$ cat config.mk
export PLATFORM = sky130hd
export DESIGN_NAME = sharpen_pixel_ctrl
export DESIGN_NICKNAME = d
export VERILOG_FILES = /design/src/rtl/sharpen_pixel_ctrl.sv
export SDC_FILE = /design/constraint.sdc
export NUM_CORES = 1
export LEC_CHECK = 0
export CAP_MARGIN = 20
export CORE_ASPECT_RATIO = 1.25
export CORE_MARGIN = 3
export CORE_UTILIZATION = 25
export CTS_BUF_LIST = sky130_fd_sc_hd__clkbuf_4
export DETAILED_ROUTE_END_ITERATION = 8
export HOLD_SLACK_MARGIN = 0.08
export PLACE_DENSITY = 0.47
export SLEW_MARGIN = 30
export SYNTH_ARGS = -nofsm -noshare
export SYNTH_HDL_FRONTEND = slang
export SYNTH_SLANG_ARGS = --single-unit
$ cat constraint.sdc
create_clock -name CLK -period 2.3 [get_ports CLK]
set_input_delay 0.23 -clock CLK [delete_from_list [all_inputs] [get_ports CLK]]
set_output_delay 0.23 -clock CLK [all_outputs]
set_load 0.02 [all_outputs]
$ cat src/rtl/sharpen_pixel_ctrl.sv
// Sharpen pixel controller: fetches C/N/S/W/E taps through an external tap counter,
// accumulates 5*C - N - S - W - E, clamps to the pixel range and writes the result.
module sharpen_pixel_ctrl #(
    parameter int ADDR_W = 16,
    parameter int IMG_W  = 64,
    parameter int PIX_W  = 8
) (
    input  logic              CLK,
    input  logic              RST_N,
    input  logic              START,
    input  logic [ADDR_W-1:0] SRC_ADDR,
    input  logic [ADDR_W-1:0] DST_ADDR,
    input  logic [4:0]        CNT,
    output logic              CNT_CE,
    output logic              CNT_RST,
    output logic              RD_REQ,
    output logic [ADDR_W-1:0] RD_ADDR,
    input  logic              RD_ACK,
    input  logic [PIX_W-1:0]  RD_DATA,
    output logic              WR_REQ,
    output logic [ADDR_W-1:0] WR_ADDR,
    output logic [PIX_W-1:0]  WR_DATA,
    input  logic              WR_ACK,
    output logic [PIX_W-1:0]  RESULT,
    output logic              BUSY,
    output logic              DONE
);

    // state | meaning
    // IDLE  | waiting for START
    // CLR   | tap counter being cleared
    // FETCH | read request for tap CNT outstanding
    // GAP   | request dropped while the counter advances
    // SAT   | clamp accumulator into RESULT
    // WRITE | write request outstanding

    localparam int ACC_W = PIX_W + 4;
    localparam logic signed [ACC_W-1:0] PIX_MAX = ACC_W'((1 << PIX_W) - 1);

    typedef enum logic [2:0] {
        S_IDLE,
        S_CLR,
        S_FETCH,
        S_GAP,
        S_SAT,
        S_WRITE
    } state_t;

    state_t state_q, state_nx;

    logic [ADDR_W-1:0]       src_q;
    logic signed [ACC_W-1:0] acc_q;
    logic signed [ACC_W-1:0] pix_ext;
    logic [PIX_W-1:0]        sat_val;

    logic              cnt_ce_d, cnt_rst_d, rd_req_d, wr_req_d, busy_d, done_d;
    logic [ADDR_W-1:0] rd_addr_d;

    function automatic logic [ADDR_W-1:0] tap_addr(input logic [ADDR_W-1:0] c,
                                                    input logic [2:0] idx);
        case (idx)
            3'd1:    tap_addr = c - ADDR_W'(IMG_W);
            3'd2:    tap_addr = c + ADDR_W'(IMG_W);
            3'd3:    tap_addr = c - ADDR_W'(1);
            3'd4:    tap_addr = c + ADDR_W'(1);
            default: tap_addr = c;
        endcase
    endfunction

    assign pix_ext = $signed(ACC_W'(RD_DATA));

    always_comb begin
        if (acc_q[ACC_W-1])
            sat_val = '0;
        else if (acc_q > PIX_MAX)
            sat_val = '1;
        else
            sat_val = acc_q[PIX_W-1:0];
    end

    always_ff @(posedge CLK or negedge RST_N) begin
        if (!RST_N) begin
            state_q <= S_IDLE;
            src_q   <= '0;
            acc_q   <= '0;
            CNT_CE  <= 1'b0;
            CNT_RST <= 1'b0;
            RD_REQ  <= 1'b0;
            RD_ADDR <= '0;
            WR_REQ  <= 1'b0;
            WR_ADDR <= '0;
            WR_DATA <= '0;
            RESULT  <= '0;
            BUSY    <= 1'b0;
            DONE    <= 1'b0;
        end else begin
            state_q <= state_nx;
            CNT_CE  <= cnt_ce_d;
            CNT_RST <= cnt_rst_d;
            RD_REQ  <= rd_req_d;
            RD_ADDR <= rd_addr_d;
            WR_REQ  <= wr_req_d;
            BUSY    <= busy_d;
            DONE    <= done_d;
            if (state_q == S_IDLE && START) begin
                src_q   <= SRC_ADDR;
                WR_ADDR <= DST_ADDR;
                acc_q   <= '0;
            end
            if (state_q == S_FETCH && RD_ACK) begin
                if (CNT == 5'd0)
                    acc_q <= acc_q + (pix_ext <<< 2) + pix_ext;
                else
                    acc_q <= acc_q - pix_ext;
            end
            if (state_q == S_SAT) begin
                RESULT  <= sat_val;
                WR_DATA <= sat_val;
            end
        end
    end

    always_comb begin
        state_nx = state_q;
        case (state_q)
            S_IDLE:  if (START) state_nx = S_CLR;
            S_CLR:   state_nx = S_FETCH;
            S_FETCH: if (RD_ACK) state_nx = (CNT == 5'd4) ? S_SAT : S_GAP;
            S_GAP:   state_nx = S_FETCH;
            S_SAT:   state_nx = S_WRITE;
            S_WRITE: if (WR_ACK) state_nx = S_IDLE;
            default: state_nx = S_IDLE;
        endcase
    end

    // Outputs are registered, so each one is computed for the state being entered.
    // Leaving GAP the counter steps on this edge, hence the next tap is CNT+1.
    always_comb begin
        cnt_ce_d  = 1'b0;
        cnt_rst_d = 1'b0;
        rd_req_d  = 1'b0;
        rd_addr_d = RD_ADDR;
        wr_req_d  = 1'b0;
        done_d    = 1'b0;
        busy_d    = (state_nx != S_IDLE);
        case (state_q)
            S_IDLE:  cnt_rst_d = START;
            S_CLR: begin
                rd_req_d  = 1'b1;
                rd_addr_d = tap_addr(src_q, 3'd0);
            end
            S_FETCH: begin
                cnt_ce_d = RD_ACK;
                rd_req_d = !RD_ACK;
            end
            S_GAP: begin
                rd_req_d  = 1'b1;
                rd_addr_d = tap_addr(src_q, CNT[2:0] + 3'd1);
            end
            S_SAT:   wr_req_d = 1'b1;
            S_WRITE: begin
                wr_req_d = !WR_ACK;
                done_d   = WR_ACK;
            end
            default: ;
        endcase
    end

endmodule

==> metrics, run 1 <==
core box area 21500 um^2; classification of the worst-slack hold path input port to flip-flop; Max Buffers Root-to-Sink 2; Fin Clk Skew 0.0213 ns; failing checks setup timing; most area-hungry cell type in the Yosys netlist dfrtp_1; data required time of the critical path 2.69 ns; final setup violating endpoints 6; detail-routed via count per cell 4.70; origin of the worst setup path acc_q[2]; RSZ-0062 raised after global routing yes; insertion delay to the later sink of the worst-skew pair 0.46 ns; share of async-settable or async-resettable flops after synthesis 100%; Hold Vio Cnt, Final 0; Inserted Clock Buffers 9; flops & latches, synth 77; fraction of layout instances using a drive strength above 1 23.5%; detailed router's first-iteration violation count 230; LEAKAGE 3.73 nW; Worst Tran Pin Value 0.625 ns; main flop type after synthesis dfrtp_1; Final Instance Count excl. Fillers 1127; starting utilization of the core area 25.5%; Finished Core Util 37.6%; maximum number of pins on one net before global-route repair 42; maximum vdd ir drop 0.000379 V; GRT Util Overall 14.8%; hold_sp CNT[2]; count of maximum capacitance violations 0; highest metal layer with signal wires met4; Root Driver clkbuf_4; min Tclk post-route 2.42 ns; Slowest-stage cell, CP fa_2; biggest fanout along the worst timing path 2; total length of routed met2 wires 9660 um; via count of the routed design 5300; critical path capture point type flip-flop; M1 wire length 7170 um; EDFF count, synth 0; worst setup slack after placement -0.832 ns; count leader, synth nand2_1; global-route wire length before repair 28400 um; routed length on met3 370 um; final-report max-slew violation count 0; most frequent cells after synthesis 137 x nand2_1, 77 x dfrtp_1, 47 x ha_1; width of the die 139 um; clock sinks 77; number of DRC violations after detailed routing 0; Post-Syn Area per Cell 8.72 um^2; placed insts 1100; Ports 104; Layout Nets 949; number of warnings printed during yosys synthesis 0; number of distinct library cell variants in the gate-level netlist after synthesis 70; outcome complete, but fails checks; cells after synthesis 631; post-synthesis sequential area ratio 35.0%; antenna violations before repair 1; syn nets 738; floorplan die height 172 um; RD Place Congestion 0.939; most area-consuming cells after synthesis dfrtp_1 35%, ha_1 11%, nand2_1 9.3%; cell area after synthesis 5500 um^2; Die Outline Area 23800 um^2; grt total ovfl 0; clk slew on worst S/H paths 0.14 ns; critical path's largest stage delay 0.58 ns; Filler Cell Count 2159; fin area 8100 um^2; launch instance of the worst register-to-register path acc_q[2]; Worst Setup Slack, final -0.121 ns; WP data arrival 2.81 ns; Critical Path, Cell by Cell fa_2, ha_1, a211oi_2, o21ai_2, a31oi_1, xnor2_1, o221ai_1, o211ai_1; vias in the first global route 5494; number of nets with antenna violations after detailed routing 0; remaining max-slew budget at the tightest pin 58.3%; area post-placement 7690 um^2; final routed wire length divided by cell count 15.6 um; Site Rows 60; DRT Pass-1 Iters 4; CTS tree yes; CP Launch Type flip-flop; period utilisation layout 105%; PortBufs 103; count of H-tree levels built during CTS 3; final wirelength 17600 um; achievable clock frequency 0.413 GHz; classification of the worst setup path flip-flop to flip-flop; synthesis-to-finish area growth 47.3%; share of the synthesized area in the top cell type 35.0%; power density over the cells 1140 nW/um^2; worst hold slack after final layout 0.123 ns; final HPWL from detailed placement 14000 um
timing repair:
action / CTS / global route
hold buffers: 1 / 0
gates resized for setup: 19 / 28
pin swaps: 21 / 24
buffers inserted: 6 / 2
setup endpoints to repair: 17 / 14
endpoints found under the hold margin: 39 / 0
cloned: 1 / 0
report_power, final:
part	switching (mW)	total [mW]	internal, mW	leakage [nW]
combinational	2.90	6.02	3.12	2.66
sequential	0.434	2.20	1.77	0.978
clock	0.524	0.977	0.453	0.0903
stage by stage:
| step | power [mW] | TNS [ns] |
|---|---|---|
| 5_1_grt | 10.0 | -1.20 |
| 3_3_place_gp | 7.87 | -12.19 |
| 4_1_cts | 9.08 | -0.578 |
| 3_5_place_dp | 7.95 | -12.71 |
| 6_report | 9.20 | -0.333 |
| 2_1_floorplan | 5.58 | -0.320 |
per-layer routing:
metal / vias up / global-route usage, %
li1: 2650 / -
met1: 2557 / 16.6
met2: 69 / 28.6
met3: 24 / 1.72
met4: 0 / 5.62
met5: - / 0
final cells by class:
| cell class | instances | area (um^2) | share of cell area, % |
|---|---|---|---|
| well taps | 279 | 349 | 4.31 |
| flip-flops and latches | 77 | 1930 | 23.8 |
| diodes | 1 | 2.50 | 0.0309 |
| clock inverters | 6 | 87.6 | 1.08 |
| inverters | 24 | 93.8 | 1.16 |
| clock buffers | 10 | 75.1 | 0.927 |
| repair buffers | 226 | 1980 | 24.4 |
| multi-input cells | 504 | 3590 | 44.3 |
worst paths after layout:
| path | end | depth (start not counted) | slack [ns] |
|---|---|---|---|
| max | acc_q[8] | 8 | -0.12 |
| min | state_q[2] | 3 | 0.12 |
| max reg2reg | acc_q[8] | 8 | -0.12 |
| min reg2reg | RD_ADDR[6] | 2 | 0.49 |
| max in group asynchronous | RD_ADDR[10] | 3 | 1.36 |
| min in group asynchronous | src_q[12] | 2 | 0.31 |
critical path: cells and delay by family, from the launching register on:
| kind | cells | cell delay [ns] |
|---|---|---|
| AOI/OAI and AO/OA | 5 | 0.89 |
| adders and majority gates | 2 | 0.84 |
| xor gates and xnor gates | 1 | 0.19 |
| DFF | 1 | 0.44 |
kinds of logic after synthesis:
group,share of synthesized area (%)
XOR/XNOR,4.30
flip-flops,35.0
AND/OR/NAND/NOR,20.6
AO/OA/AOI/OAI,20.5
buffers and inverters,4.32
multiplexers,0.910
adder cells (fa/ha/maj),14.3
sequential cells by signal, summed over array words and instances (netlist names):
| register | flops |
|---|---|
| CNT_CE | 1 |
| RD_ADDR | 16 |
| src_q | 16 |
| DONE | 1 |
| state_q | 3 |
| WR_ADDR | 16 |
| acc_q | 12 |
| RESULT | 8 |
| CNT_RST | 1 |
| WR_REQ | 1 |
| BUSY | 1 |
| RD_REQ | 1 |
placed cells by master (no fill, tap or decap), drive strengths merged, types with 4 or more instances in the layout:
master	count
xor2	5
nand2b	6
clkbuf	11
o31ai	10
nor3	14
a211oi	6
clkdlybuf4s50	99
a211o	5
a22oi	4
xnor2	22
ha	47
and3	4
mux2i	5
clkinv	5
o211ai	8
a31oi	5
buf	125
or3	5
a21oi	35
inv	22
o21ai	33
nand2	140
a21o	12
o221ai	4
dfrtp	77
nand3	11
o21a	8
a221oi	4
and2	6
o21bai	4
fa	10
nor2b	4
nor2	46
Note: power is estimated with default switching activity, not from simulation.
==> run 2: changes to the inputs <==
--- a/config.mk
+++ b/config.mk
@@ -11,7 +11,9 @@
 export CORE_UTILIZATION = 25
 export CTS_BUF_LIST = sky130_fd_sc_hd__clkbuf_4
 export DETAILED_ROUTE_END_ITERATION = 8
+export GPL_TIMING_DRIVEN = 0
 export HOLD_SLACK_MARGIN = 0.08
+export MAX_ROUTING_LAYER = met4
 export PLACE_DENSITY = 0.47
 export SLEW_MARGIN = 30
 export SYNTH_ARGS = -nofsm -noshare
==> run 2 against run 1 <==
  * The flow still finishes with violations (setup timing)
  * Worst setup slack got worse by 0.019 ns
  * Sequential cell count did not move
  * Die area did not move
  * Clock power fell by 10%
  * Sequential power barely moved
  * Fmax fell by 0.78%
  * Register-to-register slack got worse by 0.02 ns
  * Non-clock buffer count fell by 71
  * Via count fell by 5.7%
  * Critical endpoint is now acc_q[11]
  * Highest routed layer unchanged
==> metrics, run 2 (synthesis results as in run 1) <==
achievable clock frequency 0.410 GHz (-0.78%); critical path's largest stage delay 0.48 ns (-0.10 ns); Ports 104 (unchanged); failing checks setup timing; overall power of the completed layout 8.31 mW (-9.7%); Worst Setup Slack, final -0.140 ns (-0.0190 ns); width of the die 139 um (unchanged); final wirelength 16800 um (-4.6%); largest registers RD_ADDR: 16 flops, WR_ADDR: 16 flops, src_q: 16 flops; core box area 21500 um^2 (unchanged); number of DRC violations after detailed routing 0 (unchanged); clock share of power 10.5% (about the same); switching fraction of total power 44.2% (+2.2 points); Root Driver clkbuf_4; insertion delay to the later sink of the worst-skew pair 0.47 ns (about the same); clock sinks 77 (unchanged); R2R setup slack -0.14 ns (-0.02 ns); biggest fanout along the worst timing path 2 (unchanged); vias in the first global route 4962 (-9.7%); worst hold slack after final layout 0.123 ns (-0.00000600 ns); Fin Clk Skew 0.0161 ns (-0.00527 ns); RSZ-0062 raised after global routing yes; share of power burned in registers 26.3% (+2.3 points); LEAKAGE 3.34 nW (-11%); depth of the critical timing path with buffers and inverters included 8 (unchanged); final-report max-slew violation count 0 (unchanged); reg2reg path depth 8 (unchanged); Filler Cell Count 2246 (+4.0%); grt total ovfl 0 (unchanged); Max Buffers Root-to-Sink 2 (unchanged); CP Launch Type flip-flop; RD Place Congestion 0.866 (-7.7%); antenna violations before repair 1 (unchanged); maximum vdd ir drop 0.000400 V (+5.6%); number of nets with antenna violations after detailed routing 0 (unchanged); maximum number of pins on one net before global-route repair 60 (+43%); count of maximum capacitance violations 0 (unchanged); starting utilization of the core area 25.5% (unchanged); Site Rows 60 (unchanged); data required time of the critical path 2.68 ns (about the same); worst path bufs/invs 0 (unchanged); classification of the worst setup path flip-flop to flip-flop; Combinational Power Share 63.2% (-2.2 points); via count of the routed design 4998 (-5.7%); most repeated library cell on the critical path fa_2; CTS tree yes; global-route wire length before repair 26800 um (-5.5%); most common cell after layout, fill and taps aside nand2_1; remaining max-slew budget at the tightest pin 57.3% (-1.1 points); launch instance of the worst register-to-register path acc_q[2]; count of H-tree levels built during CTS 3 (unchanged); power density over the cells 1100 nW/um^2 (-2.7%); internal power component 4.64 mW (-13%); final routed wire length divided by cell count 15.9 um (+1.9%); worst setup path end acc_q[11]; floorplan die height 172 um (unchanged); placed insts 1014 (-7.8%); outcome complete, but fails checks; final setup violating endpoints 6 (unchanged); PortBufs 103 (unchanged); synthesis-to-finish area growth 36.7%; critical path's top delay family adder cells; classification of the worst-slack hold path input port to flip-flop; Inserted Clock Buffers 9 (unchanged); Worst Tran Pin Value 0.641 ns (+0.0160 ns); endpoint of the worst register-to-register path acc_q[11]; detail-routed via count per cell 4.74 (+0.74%); WP data arrival 2.82 ns (about the same); Layout Nets 877 (-7.6%); most frequent cells in the layout 136 x nand2_1, 99 x clkdlybuf4s50_1, 74 x dfrtp_1, 41 x nor2_1, 38 x ha_1; GRT Util Overall 14.4% (-0.33 points); net switching power 3.67 mW (-4.8%); Critical Path, Cell by Cell fa_2, fa_2, a211oi_2, o21ba_2, o21ai_2, nor3b_1, nor3_2, mux2i_1; origin of the worst setup path acc_q[2]; period utilisation layout 106% (+0.83 points); detailed router's first-iteration violation count 238 (+3.5%); fraction of layout instances using a drive strength above 1 15.7% (-7.8 points); Die Outline Area 23800 um^2 (unchanged); Slowest-stage cell, CP fa_2; critical path capture point type flip-flop; DRT Pass-1 Iters 6 (+2); Hold Vio Cnt, Final 0 (unchanged); setup total negative slack -0.515 ns (-0.182 ns); Final Instance Count excl. Fillers 1055 (-6.4%); clk slew on worst S/H paths 0.14 ns (about the same); min Tclk post-route 2.44 ns (+0.0190 ns); final HPWL from detailed placement 13000 um (-7.2%)
-- run 2: how the worst min path moves through the flow --
stage	start	end	cells after the start
global placement	WR_ADDR[12]	WR_ADDR[12]	2
floorplan	RST_N	BUSY	0
CTS	RST_N	WR_ADDR[13]	2
global route	CNT[2]	state_q[2]	3
detailed placement	RST_N	WR_ADDR[2]	1
finish	CNT[2]	state_q[2]	3
-- run 2: power groups by stage --
stage / Sequential, mW / Combinational (mW) / Clock, mW
floorplan: 2.39 / 3.19 / 0
CTS: 2.19 / 5.06 / 0.915
global placement: 2.23 / 4.80 / 0
global route: 2.25 / 5.83 / 0.956
finish: 2.19 / 5.25 / 0.876
detailed placement: 2.23 / 4.82 / 0
-- run 2: metrics by stage --
stage | area [um^2] | setup slack [ns] | utilization, %
CTS | 7340 | -0.200 | 34.1
floorplan | 5590 | -0.148 | -
global placement | 6970 | -2.06 | 32.4
detailed placement | 7000 | -1.43 | 32.5
finish | 7520 | -0.140 | 34.9
global route | 7520 | -0.271 | 34.9
-- run 2: per-layer routing --
metal | global-route usage [%] | up-vias | wire length [um]
met5 | - | - | 0
met4 | 4.47 | 0 | 279
met3 | 1.84 | 16 | 453
met2 | 26.8 | 75 | 9240
met1 | 16.2 | 2398 | 6820
li1 | - | 2509 | -
-- run 2: worst min-delay path: cells and delay by family --
family,cells,cell delay [ns]
AO/OA/AOI/OAI,1,0.10
buffers and inverters,1,0.10
AND/OR/NAND/NOR,1,0.11
-- run 2: timing repair --
item                                    4_1_cts  5_1_grt
hold buffers                                  1        0
gates resized for setup                      31       30
pin swaps                                    19       17
buffers inserted                             15        8
hold endpoints to repair                     77        0
endpoints found under the setup margin       30       28
-- run 2: final cells by class --
type                            instances  area [um^2]  share of cell area, %
Clock inverter                          5         51.3                  0.682
Inverter                               24         93.8                   1.25
Antenna cell                            1         2.50                 0.0333
Sequential cell                        77         1930                   25.7
Tap cell                              279          349                   4.64
Multi-Input combinational cell        503         3580                   47.6
Timing Repair Buffer                  128         1280                   17.0
Buffer                                 27          149                   1.98
Clock buffer                           11         82.6                   1.10
==> run 3: changes to the inputs <==
--- a/config.mk
+++ b/config.mk
@@ -5,6 +5,7 @@
 export SDC_FILE = /design/constraint.sdc
 export NUM_CORES = 1
 export LEC_CHECK = 0
+export ABC_CLOCK_PERIOD_IN_PS = 3000
 export CAP_MARGIN = 20
 export CORE_ASPECT_RATIO = 1.25
 export CORE_MARGIN = 3
@@ -14,7 +15,7 @@
 export GPL_TIMING_DRIVEN = 0
 export HOLD_SLACK_MARGIN = 0.08
 export MAX_ROUTING_LAYER = met4
-export PLACE_DENSITY = 0.47
+export PLACE_DENSITY = 0.45
 export SLEW_MARGIN = 30
 export SYNTH_ARGS = -nofsm -noshare
 export SYNTH_HDL_FRONTEND = slang
==> constraint.sdc (replaced) <==
create_clock -name CLK -period 3 [get_ports CLK]
set_input_delay 0.3 -clock CLK [delete_from_list [all_inputs] [get_ports CLK]]
set_output_delay 0.3 -clock CLK [all_outputs]
set_load 0.02 [all_outputs]
==> run 3 against run 2 <==
  * The run now ends clean
  * Sequential cell count stayed put
  * Critical path type is now input port to flip-flop
  * Total power is 28% lower
  * Largest power group unchanged
  * Register-to-register slack better by 0.41 ns
  * Global-route usage hardly changed
  * Final cell count is 1.8% lower
  * Cell area is 4.9% lower
  * Via count is 0.90% higher
  * Clock power is 34% lower
  * Die area stayed put
  * Clock skew is 0.0031 ns higher
  * Critical endpoint is now RD_ADDR[15]
  * Largest cell class unchanged
  * Worst hold slack better by 0.15 ns
==> metrics, run 3 (synthesis results as in run 1) <==
data required time of the critical path 3.34 ns (+0.66 ns); classification of the worst-slack hold path input port to async pin; CP Launch Type input port; worst hold slack after final layout 0.274 ns (+0.151 ns); maximum vdd ir drop 0.000276 V (-31%); outcome finished clean; Max Buffers Root-to-Sink 2 (unchanged); clk slew on worst S/H paths 0.13 ns (about the same); count of maximum capacitance violations 0 (unchanged); WP data arrival 3.20 ns (+0.38 ns); Fin Clk Skew 0.0192 ns (+0.00312 ns); final wirelength 16700 um (-0.67%); origin of the worst setup path CNT[2]; period utilisation layout 95.5%; CTS tree yes; Combinational Power Share 62.3% (-0.9 points); Die Outline Area 23800 um^2 (unchanged); PortBufs 103 (unchanged); starting utilization of the core area 25.5% (unchanged); classification of the worst setup path input port to flip-flop; achievable clock frequency 0.349 GHz; critical path capture point type flip-flop; switching fraction of total power 45.4% (+1.2 points); antenna violations before repair 1 (unchanged); via count of the routed design 5043 (+0.90%); Worst Tran Pin Value 0.608 ns (-0.0334 ns); most common cell after layout, fill and taps aside nand2_1; most frequent cells in the layout 136 x nand2_1, 100 x clkdlybuf4s50_1, 77 x dfrtp_1, 44 x nor2_1, 44 x ha_1; internal power component 3.27 mW (-30%); vias in the first global route 5167 (+4.1%); area post-placement 6910 um^2 (-1.3%); overall power of the completed layout 5.98 mW (-28%); global-route wire length before repair 26800 um (-0.13%); detailed router's first-iteration violation count 363 (+53%); number of nets with antenna violations after detailed routing 0 (unchanged); insertion delay to the later sink of the worst-skew pair 0.45 ns (-0.02 ns); number of DRC violations after detailed routing 0 (unchanged); power density over the cells 837 nW/um^2 (-24%); min Tclk post-route 2.86 ns; clock sinks 77 (unchanged); DRT Pass-1 Iters 5 (-1); largest registers RD_ADDR: 16 flops, WR_ADDR: 16 flops, src_q: 16 flops; core box area 21500 um^2 (unchanged); net switching power 2.72 mW (-26%); GRT Util Overall 14.4% (-0.032 points); biggest fanout along the worst timing path 10 (+8); Inserted Clock Buffers 9 (unchanged); detail-routed via count per cell 4.87 (+2.8%); launch instance of the worst register-to-register path acc_q[1]; final setup violating endpoints 0 (-6); synthesis-to-finish area growth 30.0%; remaining max-slew budget at the tightest pin 59.5% (+2.2 points); RD Place Congestion 0.841 (-2.9%); grt total ovfl 0 (unchanged); final routed wire length divided by cell count 16.1 um (+1.2%); clock share of power 9.6% (-0.9 points); Site Rows 60 (unchanged); LEAKAGE 3.20 nW (-4.3%); Worst Setup Slack, final 0.135 ns (+0.276 ns); fin area 7150 um^2 (-4.9%); worst setup slack after placement -1.18 ns (+0.249 ns); width of the die 139 um (unchanged); Ports 104 (unchanged); maximum number of pins on one net before global-route repair 50 (-17%); count of H-tree levels built during CTS 3 (unchanged); fraction of layout instances using a drive strength above 1 8.86% (-6.9 points); reg2reg path depth 10 (+2); Layout Nets 858 (-2.2%); final-report max-slew violation count 0 (unchanged); Hold Vio Cnt, Final 0 (unchanged); RSZ-0062 raised after global routing no; floorplan die height 172 um (unchanged); Root Driver clkbuf_4; share of power burned in registers 28.1% (+1.8 points); final HPWL from detailed placement 13200 um (+1.7%)
## run 3: cell types whose count changed in the layout (fill, tap and decap cells not counted), moves of 4 or more
cell | before | now
ha_1 | 38 | 44
a21oi_1 | 29 | 35
buf_4 | 29 | 12
ha_4 | 6 | 2
o21ai_0 | 24 | 30
a21oi_2 | 6 | 0
## run 3: path summary, 6_finish.rpt
kind                          endpoint  slack (ns)
min in group CLK              src_q[2]        0.36
max in group asynchronous   WR_ADDR[8]        2.17
max reg2reg                  acc_q[11]        0.27
max                        RD_ADDR[15]        0.14
min                        RD_ADDR[10]        0.27
min reg2reg                WR_ADDR[13]        0.49
## run 3: power by group through the flow
stage / logic (mW) / registers, mW / clock network (mW)
after floorplan: 2.38 / 1.83 / 0
after global placement: 3.57 / 1.70 / 0
after detailed placement: 3.64 / 1.71 / 0
after CTS: 3.67 / 1.69 / 0.612
after global routing: 4.15 / 1.74 / 0.649
final: 3.73 / 1.68 / 0.576
## run 3: what timing repair did
item / in CTS / in global routing
buffers inserted: 3 / 1
hold buffers: 1 / 0
pin swaps: 0 / 1
hold endpoints to repair: 77 / 0
resized for setup: 8 / 11
setup endpoints to repair: 9 / 7
## run 3: critical path: stages
cell	delay [ns]
clkdlybuf4s50_1	0.53
inv_1	0.13
ha_4	0.31
nor2b_4	0.20
nand2_4	0.15
ha_1	0.32
a21oi_1	0.29
o22ai_2	0.18
o211ai_1	0.28
xnor2_1	0.17
o22ai_1	0.10
a211o_1	0.25
## run 3: routing by layer
| layer | share of wire, % | up-vias | global-route usage [%] |
|---|---|---|---|
| li1 | - | 2472 | - |
| met1 | 41 | 2427 | 16.1 |
| met2 | 53 | 108 | 25.9 |
| met3 | 3.2 | 36 | 2.03 |
| met4 | 2.9 | 0 | 6.04 |
| met5 | 0 | - | - |
## run 3: cell type report
type                       instances  area, um^2
antenna                            1        2.50
buffer                            27         148
clock buffer                      10        75.1
clock inverter                     6        40.0
fill                            2245       14400
inverter                          24        93.8
multi-input combinational        503        3410
sequential                        77        1930
tap                              279         349
timing repair buffer             109        1110
## run 3: stage by stage
step / util (%) / instances / TNS [ns]
global placement: 31.9 / 1013 / -106.37
global route: 33.2 / 1036 / 0
floorplan: - / 631 / 0
finish: 33.2 / 1036 / 0
CTS: 32.9 / 1034 / 0
detailed placement: 32.1 / 1014 / -9.53
